File: src/rtl/ysyx_22040759_if_axi_bridge_pkg.sv
// ============================================================================
// Module : ysyx_22040759_if_axi_bridge_pkg
// Brief  : Shared size/response/burst codes, bridge FSM encodings, lane helper.
// Rev    : 1.0
// ============================================================================
`default_nettype none

package ysyx_22040759_if_axi_bridge_pkg;

   localparam logic [1:0] SIZE_W      = 2'b10;
   localparam logic [1:0] RESP_OKAY   = 2'b00;
   localparam logic [1:0] RESP_SLVERR = 2'b10;
   localparam logic [1:0] BURST_INCR  = 2'b01;
   localparam int         TAG_W       = 61;

   typedef logic [1:0] ifb_state_t;
   localparam ifb_state_t S_IDLE = 2'd0;
   localparam ifb_state_t S_AR   = 2'd1;
   localparam ifb_state_t S_R    = 2'd2;
   localparam ifb_state_t S_RESP = 2'd3;

   // Pick the 32-bit instruction out of a 64-bit beat using address bit 2.
   function automatic logic [31:0] lane_sel(input logic hi, input logic [63:0] beat);
      return hi ? beat[63:32] : beat[31:0];
   endfunction

endpackage

`default_nettype wire

File: src/rtl/ysyx_22040759_if_axi_bridge_linebuf.sv
// ============================================================================
// Module : ysyx_22040759_ifb_linebuf
// Brief  : One-entry fetch line buffer (tag compare + 64-bit beat storage).
// Rev    : 1.0
// ============================================================================
`default_nettype none

module ysyx_22040759_ifb_linebuf
   import ysyx_22040759_if_axi_bridge_pkg::*;
(
   input  logic             clk,
   input  logic             rst,
   input  logic [TAG_W-1:0] i_lookup_tag,
   output logic             o_hit,
   output logic [63:0]      o_data,
   input  logic             i_fill,
   input  logic [TAG_W-1:0] i_fill_tag,
   input  logic [63:0]      i_fill_data,
   input  logic             i_inval
);

   logic             r_valid;
   logic [TAG_W-1:0] r_tag;
   logic [63:0]      r_data;

   always_ff @(posedge clk) begin
      if (rst) begin
         r_valid <= 1'b0;
         r_tag   <= '0;
         r_data  <= '0;
      end else if (i_fill) begin
         r_valid <= 1'b1;
         r_tag   <= i_fill_tag;
         r_data  <= i_fill_data;
      end else if (i_inval) begin
         r_valid <= 1'b0;
      end
   end

   assign o_hit  = r_valid && (r_tag == i_lookup_tag);
   assign o_data = r_data;

endmodule

`default_nettype wire

File: src/rtl/ysyx_22040759_if_axi_bridge.sv
// ============================================================================
// Module : ysyx_22040759_if_axi_bridge
// Brief  : IF fetch handshake to single-beat AXI4 read bridge.
//          Optional line buffer: define YSYX_22040759_IFB_LINEBUF_EN.
// Rev    : 1.0
// ============================================================================
`default_nettype none

module ysyx_22040759_if_axi_bridge
   import ysyx_22040759_if_axi_bridge_pkg::*;
#(
   parameter int              ID_W   = 4,
   parameter logic [ID_W-1:0] AXI_ID = '0
)(
   input  logic            clk,
   input  logic            rst,
   input  logic            if_valid,
   input  logic [63:0]     inst_addr,
   input  logic [1:0]      if_size,
   output logic            if_ready,
   output logic [63:0]     if_data_read,
   output logic [1:0]      if_resp,
   output logic            axi_ar_valid,
   input  logic            axi_ar_ready,
   output logic [63:0]     axi_ar_addr,
   output logic [ID_W-1:0] axi_ar_id,
   output logic [7:0]      axi_ar_len,
   output logic [2:0]      axi_ar_size,
   output logic [1:0]      axi_ar_burst,
   input  logic            axi_r_valid,
   output logic            axi_r_ready,
   input  logic [63:0]     axi_r_data,
   input  logic [1:0]      axi_r_resp,
   input  logic            axi_r_last,
   input  logic [ID_W-1:0] axi_r_id
);

   ifb_state_t  r_state;
   ifb_state_t  w_state_nxt;
   logic [63:0] r_addr;
   logic [1:0]  r_size;
   logic        r_err;
   logic        r_ar_valid;
   logic        r_r_ready;
   logic        r_if_ready;
   logic [63:0] r_if_data;
   logic [1:0]  r_if_resp;
   logic        w_ar_valid_nxt;
   logic        w_r_ready_nxt;
   logic        w_if_ready_nxt;

   logic        w_misaligned;
   logic        w_idle_req;
   logic        w_mis_accept;
   logic        w_hit_accept;
   logic        w_beat;
   logic        w_beat_err;
   logic        w_err_tot;
   logic        w_done_rd;
   logic        w_lb_hit;
   logic [63:0] w_lb_data;

   assign w_misaligned = |inst_addr[1:0];
   assign w_idle_req   = (r_state == S_IDLE) && if_valid;
   assign w_mis_accept = w_idle_req && w_misaligned;
   assign w_hit_accept = w_idle_req && !w_misaligned && w_lb_hit;
   assign w_beat       = (r_state == S_R) && axi_r_valid;
   assign w_beat_err   = (axi_r_resp != RESP_OKAY) || (axi_r_id != AXI_ID) || !axi_r_last;
   assign w_err_tot    = r_err || w_beat_err;
   assign w_done_rd    = w_beat && axi_r_last;

`ifdef YSYX_22040759_IFB_LINEBUF_EN
   ysyx_22040759_ifb_linebuf u_linebuf (
      .clk          (clk),
      .rst          (rst),
      .i_lookup_tag (inst_addr[63:3]),
      .o_hit        (w_lb_hit),
      .o_data       (w_lb_data),
      .i_fill       (w_done_rd && !w_err_tot),
      .i_fill_tag   (r_addr[63:3]),
      .i_fill_data  (axi_r_data),
      .i_inval      ((w_done_rd && w_err_tot) || w_mis_accept)
   );
`else
   assign w_lb_hit  = 1'b0;
   assign w_lb_data = 64'd0;
`endif

   always_ff @(posedge clk) begin
      if (rst) r_state <= S_IDLE;
      else     r_state <= w_state_nxt;
   end

   always_comb begin
      w_state_nxt = r_state;
      case (r_state)
         S_IDLE: begin
            if (if_valid) begin
               if (w_misaligned || w_lb_hit) w_state_nxt = S_RESP;
               else                          w_state_nxt = S_AR;
            end
         end
         S_AR:    if (axi_ar_ready) w_state_nxt = S_R;
         S_R:     if (axi_r_valid && axi_r_last) w_state_nxt = S_RESP;
         S_RESP:  w_state_nxt = S_IDLE;
         default: w_state_nxt = S_IDLE;
      endcase
   end

   // Handshake outputs are registered copies of the state being entered.
   always_comb begin
      w_ar_valid_nxt = (w_state_nxt == S_AR);
      w_r_ready_nxt  = (w_state_nxt == S_R);
      w_if_ready_nxt = (w_state_nxt == S_RESP);
   end

   always_ff @(posedge clk) begin
      if (rst) begin
         r_ar_valid <= 1'b0;
         r_r_ready  <= 1'b0;
         r_if_ready <= 1'b0;
         r_addr     <= '0;
         r_size     <= '0;
         r_err      <= 1'b0;
         r_if_data  <= '0;
         r_if_resp  <= RESP_OKAY;
      end else begin
         r_ar_valid <= w_ar_valid_nxt;
         r_r_ready  <= w_r_ready_nxt;
         r_if_ready <= w_if_ready_nxt;
         if (w_idle_req) begin
            r_addr <= inst_addr;
            r_size <= if_size;
            r_err  <= 1'b0;
         end
         if (w_mis_accept) begin
            r_if_data <= '0;
            r_if_resp <= RESP_SLVERR;
         end else if (w_hit_accept) begin
            r_if_data <= {32'd0, lane_sel(inst_addr[2], w_lb_data)};
            r_if_resp <= RESP_OKAY;
         end
         // Every beat overwrites the data; the error flag sticks until the last beat.
         if (w_beat) begin
            r_if_data <= {32'd0, lane_sel(r_addr[2], axi_r_data)};
            r_err     <= w_err_tot;
            if (axi_r_last) r_if_resp <= w_err_tot ? RESP_SLVERR : RESP_OKAY;
         end
      end
   end

   assign if_ready     = r_if_ready;
   assign if_data_read = r_if_data;
   assign if_resp      = r_if_resp;
   assign axi_ar_valid = r_ar_valid;
   assign axi_ar_addr  = r_addr;
   assign axi_ar_id    = AXI_ID;
   assign axi_ar_len   = 8'd0;
   assign axi_ar_size  = {1'b0, r_size};
   assign axi_ar_burst = BURST_INCR;
   assign axi_r_ready  = r_r_ready;

endmodule

`default_nettype wire

File: config.mk
export PLATFORM = sky130hd
export DESIGN_NAME = ysyx_22040759_if_axi_bridge
export DESIGN_NICKNAME = d
export VERILOG_FILES = /design/src/rtl/ysyx_22040759_if_axi_bridge_pkg.sv /design/src/rtl/ysyx_22040759_if_axi_bridge_linebuf.sv /design/src/rtl/ysyx_22040759_if_axi_bridge.sv
export SDC_FILE = /design/constraint.sdc
export NUM_CORES = 1
export LEC_CHECK = 0
export CORE_ASPECT_RATIO = 0.6
export CORE_UTILIZATION = 33
export CTS_BUF_LIST = sky130_fd_sc_hd__clkbuf_8 sky130_fd_sc_hd__clkbuf_16
export CTS_CLUSTER_SIZE = 25
export DETAILED_ROUTE_END_ITERATION = 8
export PLACE_DENSITY = 0.88
export SLEW_MARGIN = 20
export SYNTH_ARGS = -nofsm -noshare
export SYNTH_HDL_FRONTEND = slang
export SYNTH_SLANG_ARGS = --single-unit
File: constraint.sdc
create_clock -name clk -period 1.4 [get_ports clk]
set_clock_uncertainty 0.05 [all_clocks]
set_input_delay 0.42 -clock clk [delete_from_list [all_inputs] [get_ports clk]]
set_output_delay 0.42 -clock clk [all_outputs]
set_load 0.005 [all_outputs]
After elaboration in Yosys (flattened, before gate mapping)
Cells that the tools add are included.

operators by class
  equal/unequal tests = 6
  muxes and demuxes = 14
  reductions and logical operators = 14

operators by type and width
  operator                                                          number
  32-bit 2-to-1 mux                                                 3
  2-bit 2-to-1 mux                                                  8
  2-bit == test (second input constant)                             4
  2-bit one-hot mux with 4 select lines                             1
  2-bit nonzero test                                                3
  2-bit by 1-bit == test with 1-bit output (second input constant)  2
  1-bit logical AND                                                 4
  4-bit nonzero test                                                1
  1-bit logical OR                                                  3
  2-bit logical NOT                                                 1
  1-bit 2-to-1 mux                                                  2
  2-bit OR reduction                                                1
  1-bit logical NOT                                                 1

word-level totals
  flip-flop bits (word level) = 106
  input bits = 142
  output and inout port bits = 150
  word-level logic and storage cells = 43

Logic depth before layout (Yosys ltp)
  word-level depth = 7
  depth in mapped cells = 5
  mapped depth without buffers = 3

Worst setup path before layout
OpenSTA, ideal clock, no wires.

  path type = input-to-reg
  start = input port if_valid
  end = register r_if_data[19] (netlist: if_data_read[19])
  arrival = 1.322 ns
  setup slack = -0.104 ns
  stages on the path = 5
  buffers on the path = 2
  cells stage by stage = or3b_4 > buf_6 > buf_2 > o211ai_1 > a21oi_1

between the ends
  longest elaborated chain between the ends = 3

RTL lines
  what                                 RTL line                            text
  start, declared                      ysyx_22040759_if_axi_bridge.sv:17   input logic if_valid,
  1-bit logical AND                    ysyx_22040759_if_axi_bridge.sv:64   assign w_idle_req = (r_state == S_IDLE) && if_valid;
  1-bit logical AND                    ysyx_22040759_if_axi_bridge.sv:65   assign w_mis_accept = w_idle_req && w_misaligned;
  2-bit nonzero test (no source line)  -
  end signal, assigned                 ysyx_22040759_if_axi_bridge.sv:140  r_if_data <= {32'd0, lane_sel(inst_addr[2], w_lb_data)};
  end signal, assigned                 ysyx_22040759_if_axi_bridge.sv:145  r_if_data <= {32'd0, lane_sel(r_addr[2], axi_r_data)};
  end, declared                        ysyx_22040759_if_axi_bridge.sv:46   logic [63:0] r_if_data;

Every way passes these cells.
A chain may end at the register's enable or synchronous reset.

Final worst setup path
  start = register r_state[0]
  end = register r_if_data[11] (netlist: if_data_read[11])

between the ends
  longest elaborated chain between the ends = 4
  elaborated cells on any way between the ends = 7

RTL lines
  what                                 RTL line                           text
  start, declared                      ysyx_22040759_if_axi_bridge.sv:38  ifb_state_t r_state;
  start signal, assigned               ysyx_22040759_if_axi_bridge.sv:91  else r_state <= w_state_nxt;
  2-bit logical NOT                    ysyx_22040759_if_axi_bridge.sv:64
  1-bit logical AND                    ysyx_22040759_if_axi_bridge.sv:64
  1-bit logical AND                    ysyx_22040759_if_axi_bridge.sv:65
  2-bit nonzero test (no source line)  -

Parallel ways exist; a longest one is shown, timed or not.

==> flow_summary.html <==
<table>
<tr><th>Metric</th><th>Value</th></tr>
<tr><th colspan="2">Status</th></tr>
<tr><td>Run status</td><td>finished with violations</td></tr>
<tr><td>Failing checks</td><td>negative setup slack</td></tr>
<tr><th colspan="2">Critical path</th></tr>
<tr><td>Worst setup path startpoint</td><td>r_state[0]</td></tr>
<tr><td>Critical path's top delay family</td><td>simple AND/OR/NAND/NOR gates</td></tr>
<tr><td>Start-to-end type of the worst setup path</td><td>reg2reg</td></tr>
<tr><td>CP Capture Type</td><td>flip-flop</td></tr>
<tr><td>Data arrival time of the critical path</td><td>1.73 ns</td></tr>
<tr><td>Critical path endpoint</td><td>if_data_read[11]</td></tr>
<tr><td>Crit path largest cell delay</td><td>0.46 ns</td></tr>
<tr><td>Largest driver fanout on the critical path</td><td>5</td></tr>
<tr><td>Stages on the worst setup path</td><td>5</td></tr>
<tr><td>Worst Setup Start Kind</td><td>flip-flop</td></tr>
<tr><td>Number of buffer and inverter stages on the critical path</td><td>2</td></tr>
<tr><td>FF-to-FF End</td><td>if_data_read[11]</td></tr>
<tr><td>Register-to-register path setup slack</td><td>-0.15 ns</td></tr>
<tr><td>Startpoint of the most critical register-to-register path</td><td>r_state[0]</td></tr>
<tr><td>Cell count of the worst reg-to-reg path</td><td>5</td></tr>
<tr><td>CP max stage cell</td><td>sky130_fd_sc_hd__or3b_4</td></tr>
<tr><td>Critical-path cell list</td><td>or3b_4, buf_12, buf_16, o211ai_1, a21oi_2</td></tr>
<tr><td>Required arrival time at the worst endpoint</td><td>1.58 ns</td></tr>
<tr><th colspan="2">Cells and area</th></tr>
<tr><td>Sequential Area</td><td>2210 um2</td></tr>
<tr><td>Footprint of the multi-input gates</td><td>3060 um2</td></tr>
<tr><td>Fraction of layout cells with a size suffix above 1</td><td>52.8%</td></tr>
<tr><td>Number of nets at the end of the flow</td><td>979</td></tr>
<tr><td>Fill cells</td><td>962</td></tr>
<tr><td>Commonest cells after routing, fill and taps aside</td><td>136 x sky130_fd_sc_hd__clkdlybuf4s50_1, 81 x sky130_fd_sc_hd__nand2_4, 71 x sky130_fd_sc_hd__dfxtp_2</td></tr>
<tr><td>Post-synthesis to final-layout area growth</td><td>99.6%</td></tr>
<tr><td>Most common cell after layout, fill and taps aside</td><td>sky130_fd_sc_hd__clkdlybuf4s50_1</td></tr>
<tr><td>Final cell area excluding filler cells</td><td>9080 um2</td></tr>
<tr><th colspan="2">Route</th></tr>
<tr><td>Remaining antenna violation count</td><td>0</td></tr>
<tr><td>Total vias in the final route</td><td>4995</td></tr>
<tr><td>Number of design rule violations left after detail routing</td><td>0</td></tr>
<tr><td>Iteration-0 DRC Markers</td><td>212</td></tr>
<tr><td>DR vias/cell</td><td>4.94</td></tr>
<tr><td>Routed WL</td><td>19.2 mm</td></tr>
<tr><td>First-pass iteration count of the detailed router</td><td>5</td></tr>
<tr><td>Average wire per cell in the routed design</td><td>19.0 um</td></tr>
<tr><th colspan="2">STA</th></tr>
<tr><td>Crit path time final</td><td>1.55 ns</td></tr>
<tr><td>Finish-stage setup viols</td><td>98</td></tr>
<tr><td>Total count of hold-check failures in the final report</td><td>0</td></tr>
<tr><td>Peak clock frequency supported by timing</td><td>647 MHz</td></tr>
<tr><td>Number of max-slew violations in the final report</td><td>0</td></tr>
<tr><td>Final sum of negative setup slack</td><td>-7.01 ns</td></tr>
<tr><td>Post-route clock period utilization</td><td>110%</td></tr>
<tr><td>Final critical-path setup slack</td><td>-0.146 ns</td></tr>
<tr><td>Setup repair after global routing missed its margin</td><td>yes</td></tr>
<tr><th colspan="2">Pwr</th></tr>
<tr><td>Fraction of power consumed by sequential logic</td><td>39.9%</td></tr>
<tr><td>Internal power consumption</td><td>5970 uW</td></tr>
<tr><td>Pleak</td><td>0.00384 uW</td></tr>
<tr><td>Switching share of power</td><td>29.9%</td></tr>
<tr><td>Highest ir drop seen on vdd</td><td>0.577 mV</td></tr>
<tr><td>Net Sw Power</td><td>2540 uW</td></tr>
<tr><td>Gate power share</td><td>31.6%</td></tr>
<tr><td>Cell Pwr Density</td><td>937 nW/um2</td></tr>
<tr><td>Clk pwr share</td><td>28.5%</td></tr>
<tr><th colspan="2">GRT</th></tr>
<tr><td>Remaining global-route overflow</td><td>0</td></tr>
<tr><td>Largest net degree at the start of global routing</td><td>36</td></tr>
<tr><td>Wire length of the first global-routing pass</td><td>24.5 mm</td></tr>
<tr><td>Number of global-route vias before repair</td><td>4582</td></tr>
<tr><td>Antenna violations before repair</td><td>1</td></tr>
<tr><td>Total track usage</td><td>22.2%</td></tr>
<tr><th colspan="2">Floorplan</th></tr>
<tr><td>Die width</td><td>154 um</td></tr>
<tr><td>Area enclosed by the die boundary</td><td>14300 um2</td></tr>
<tr><td>Area of the placeable core</td><td>13100 um2</td></tr>
<tr><td>Initial core utilization</td><td>34.6%</td></tr>
<tr><td>I/O pin cnt</td><td>292</td></tr>
<tr><td>Standard-cell row count</td><td>32</td></tr>
<tr><td>Chip height</td><td>93.0 um</td></tr>
<tr><th colspan="2">Clock network</th></tr>
<tr><td>CTS tree</td><td>yes</td></tr>
<tr><td>Clock latency on the worst-skew pair</td><td>0.34 ns</td></tr>
<tr><td>Maximum root-to-sink buffer count</td><td>2</td></tr>
<tr><td>Cell at the root of the clock tree</td><td>sky130_fd_sc_hd__clkbuf_16</td></tr>
<tr><td>H-Tree Level Count</td><td>3</td></tr>
<tr><td>Count of clock tree sinks</td><td>106</td></tr>
<tr><td>Clock transition at the registers of the reported paths</td><td>0.08 ns</td></tr>
<tr><td>Number of clock buffers inserted by TritonCTS</td><td>9</td></tr>
<tr><th colspan="2">Logic synthesis</th></tr>
<tr><td>Syn Std Cell Area</td><td>4550 um2</td></tr>
<tr><td>Distinct cells, synth</td><td>31</td></tr>
<tr><td>Count of state elements after synthesis</td><td>106</td></tr>
<tr><td>Number of cells produced by synthesis</td><td>549</td></tr>
<tr><td>EDFF count, synth</td><td>0</td></tr>
<tr><td>Async set-or-reset flop fraction in the synthesized netlist</td><td>0%</td></tr>
<tr><td>Commonest register cell after synthesis</td><td>sky130_fd_sc_hd__dfxtp_1</td></tr>
<tr><td>Syn avg cell area</td><td>8.29 um2</td></tr>
<tr><td>Share of synthesized area occupied by flip-flops and latches</td><td>46.6%</td></tr>
<tr><td>Yosys warning count</td><td>0</td></tr>
<tr><th colspan="2">Placement</th></tr>
<tr><td>Quantity of I/O buffers inserted on ports</td><td>244</td></tr>
<tr><td>Setup WS pre-CTS</td><td>-0.587 ns</td></tr>
<tr><td>Hpwl dp</td><td>10.1 mm</td></tr>
<tr><td>Final weighted congestion of routability-driven global placement</td><td>0.756</td></tr>
<tr><td>Placed inst area</td><td>7100 um2</td></tr>
<tr><th colspan="2">Job</th></tr>
<tr><td>Number of max-cap violations</td><td>0</td></tr>
<tr><th colspan="2">Hold path</th></tr>
<tr><td>Hold/Removal Path Class</td><td>in2reg</td></tr>
</table>
==> registers in the layout, indices dropped and copies added (netlist names) <==
name / cells
r_err: 1
axi_ar_addr: 64
if_data_read: 32
if_ready: 1
r_size: 2
axi_ar_valid: 1
if_resp: 2
axi_r_ready: 1
r_state: 2
==> kinds of logic (layout without fill, tap and decap cells) <==
family,after synthesis,in the layout,synth area share [%]
AOI/OAI and AO/OA,137,137,17.3
buffers and inverters,91,338,11.8
DFF,106,106,46.6
muxes,32,32,7.92
other,2,48,0.165
and+or+nand+nor,181,181,16.2
==> cell type report <==
class / count / area share (%)
Timing Repair Buffer: 322 / 36.5
Multi-Input combinational cell: 397 / 33.7
Sequential cell: 106 / 24.4
Clock buffer: 10 / 2.63
Tap cell: 170 / 2.34
Clock inverter: 5 / 0.427
Inverter: 1 / 0.0413
Antenna cell: 1 / 0.0276
==> cells in the mapped netlist (2+ instances only) <==
cell type,count,area (um2)
sky130_fd_sc_hd__o211ai_1,32,240
sky130_fd_sc_hd__and3b_1,2,17.5
sky130_fd_sc_hd__mux2_2,32,360
sky130_fd_sc_hd__buf_4,47,353
sky130_fd_sc_hd__buf_2,9,45.0
sky130_fd_sc_hd__dfxtp_1,106,2120
sky130_fd_sc_hd__nor2_1,3,11.3
sky130_fd_sc_hd__nand2_1,164,616
sky130_fd_sc_hd__conb_1,2,7.51
sky130_fd_sc_hd__a21oi_1,99,495
sky130_fd_sc_hd__clkbuf_1,33,124
==> layer usage <==
layer	global-route usage (%)	part of all wire, %
met1	28.5	42
met2	36.3	48
met3	7.58	9.1
met4	4.17	0.94
met5	0	0
==> per-stage QoR <==
step	hold WS (ns)	power (uW)	utilization, %	std cells
final	0.331	8510	69.1	1012
after global routing	0.331	8870	69.1	1012
after CTS	0.320	7920	61.8	981
after detailed placement	0.396	5060	54.1	939
after global placement	0.391	5030	54.1	939
after floorplan	0.403	4130	-	594
==> timing repair <==
item | CTS | global route
setup buffers | 12 | 27
pin swaps | 55 | 132
gates cloned | 15 | 6
endpoints found under the setup margin | 207 | 185
hold buffers | 0 | 0
gates resized for setup | 273 | 373
==> how the worst min path moves through the flow <==
| stage | startpoint | to | slack [ns] | depth (start not counted) |
|---|---|---|---|---|
| floorplan | axi_ar_addr[0] | axi_ar_addr[0] | 0.40 | 2 |
| global placement | axi_ar_addr[52] | axi_ar_addr[52] | 0.39 | 2 |
| detailed placement | axi_ar_addr[12] | axi_ar_addr[12] | 0.40 | 2 |
| CTS | rst | axi_ar_addr[63] | 0.32 | 2 |
| global route | rst | axi_ar_addr[1] | 0.33 | 2 |
| finish | rst | axi_ar_addr[1] | 0.33 | 2 |
==> power by group through the flow <==
stage | logic, uW | registers [uW] | clock network, uW
floorplan | 735 | 3400 | 0
global placement | 1650 | 3380 | 0
detailed placement | 1670 | 3390 | 0
CTS | 2110 | 3330 | 2470
global route | 2840 | 3420 | 2620
finish | 2690 | 3400 | 2420
No activity file was read; power rests on OpenSTA's default activity.
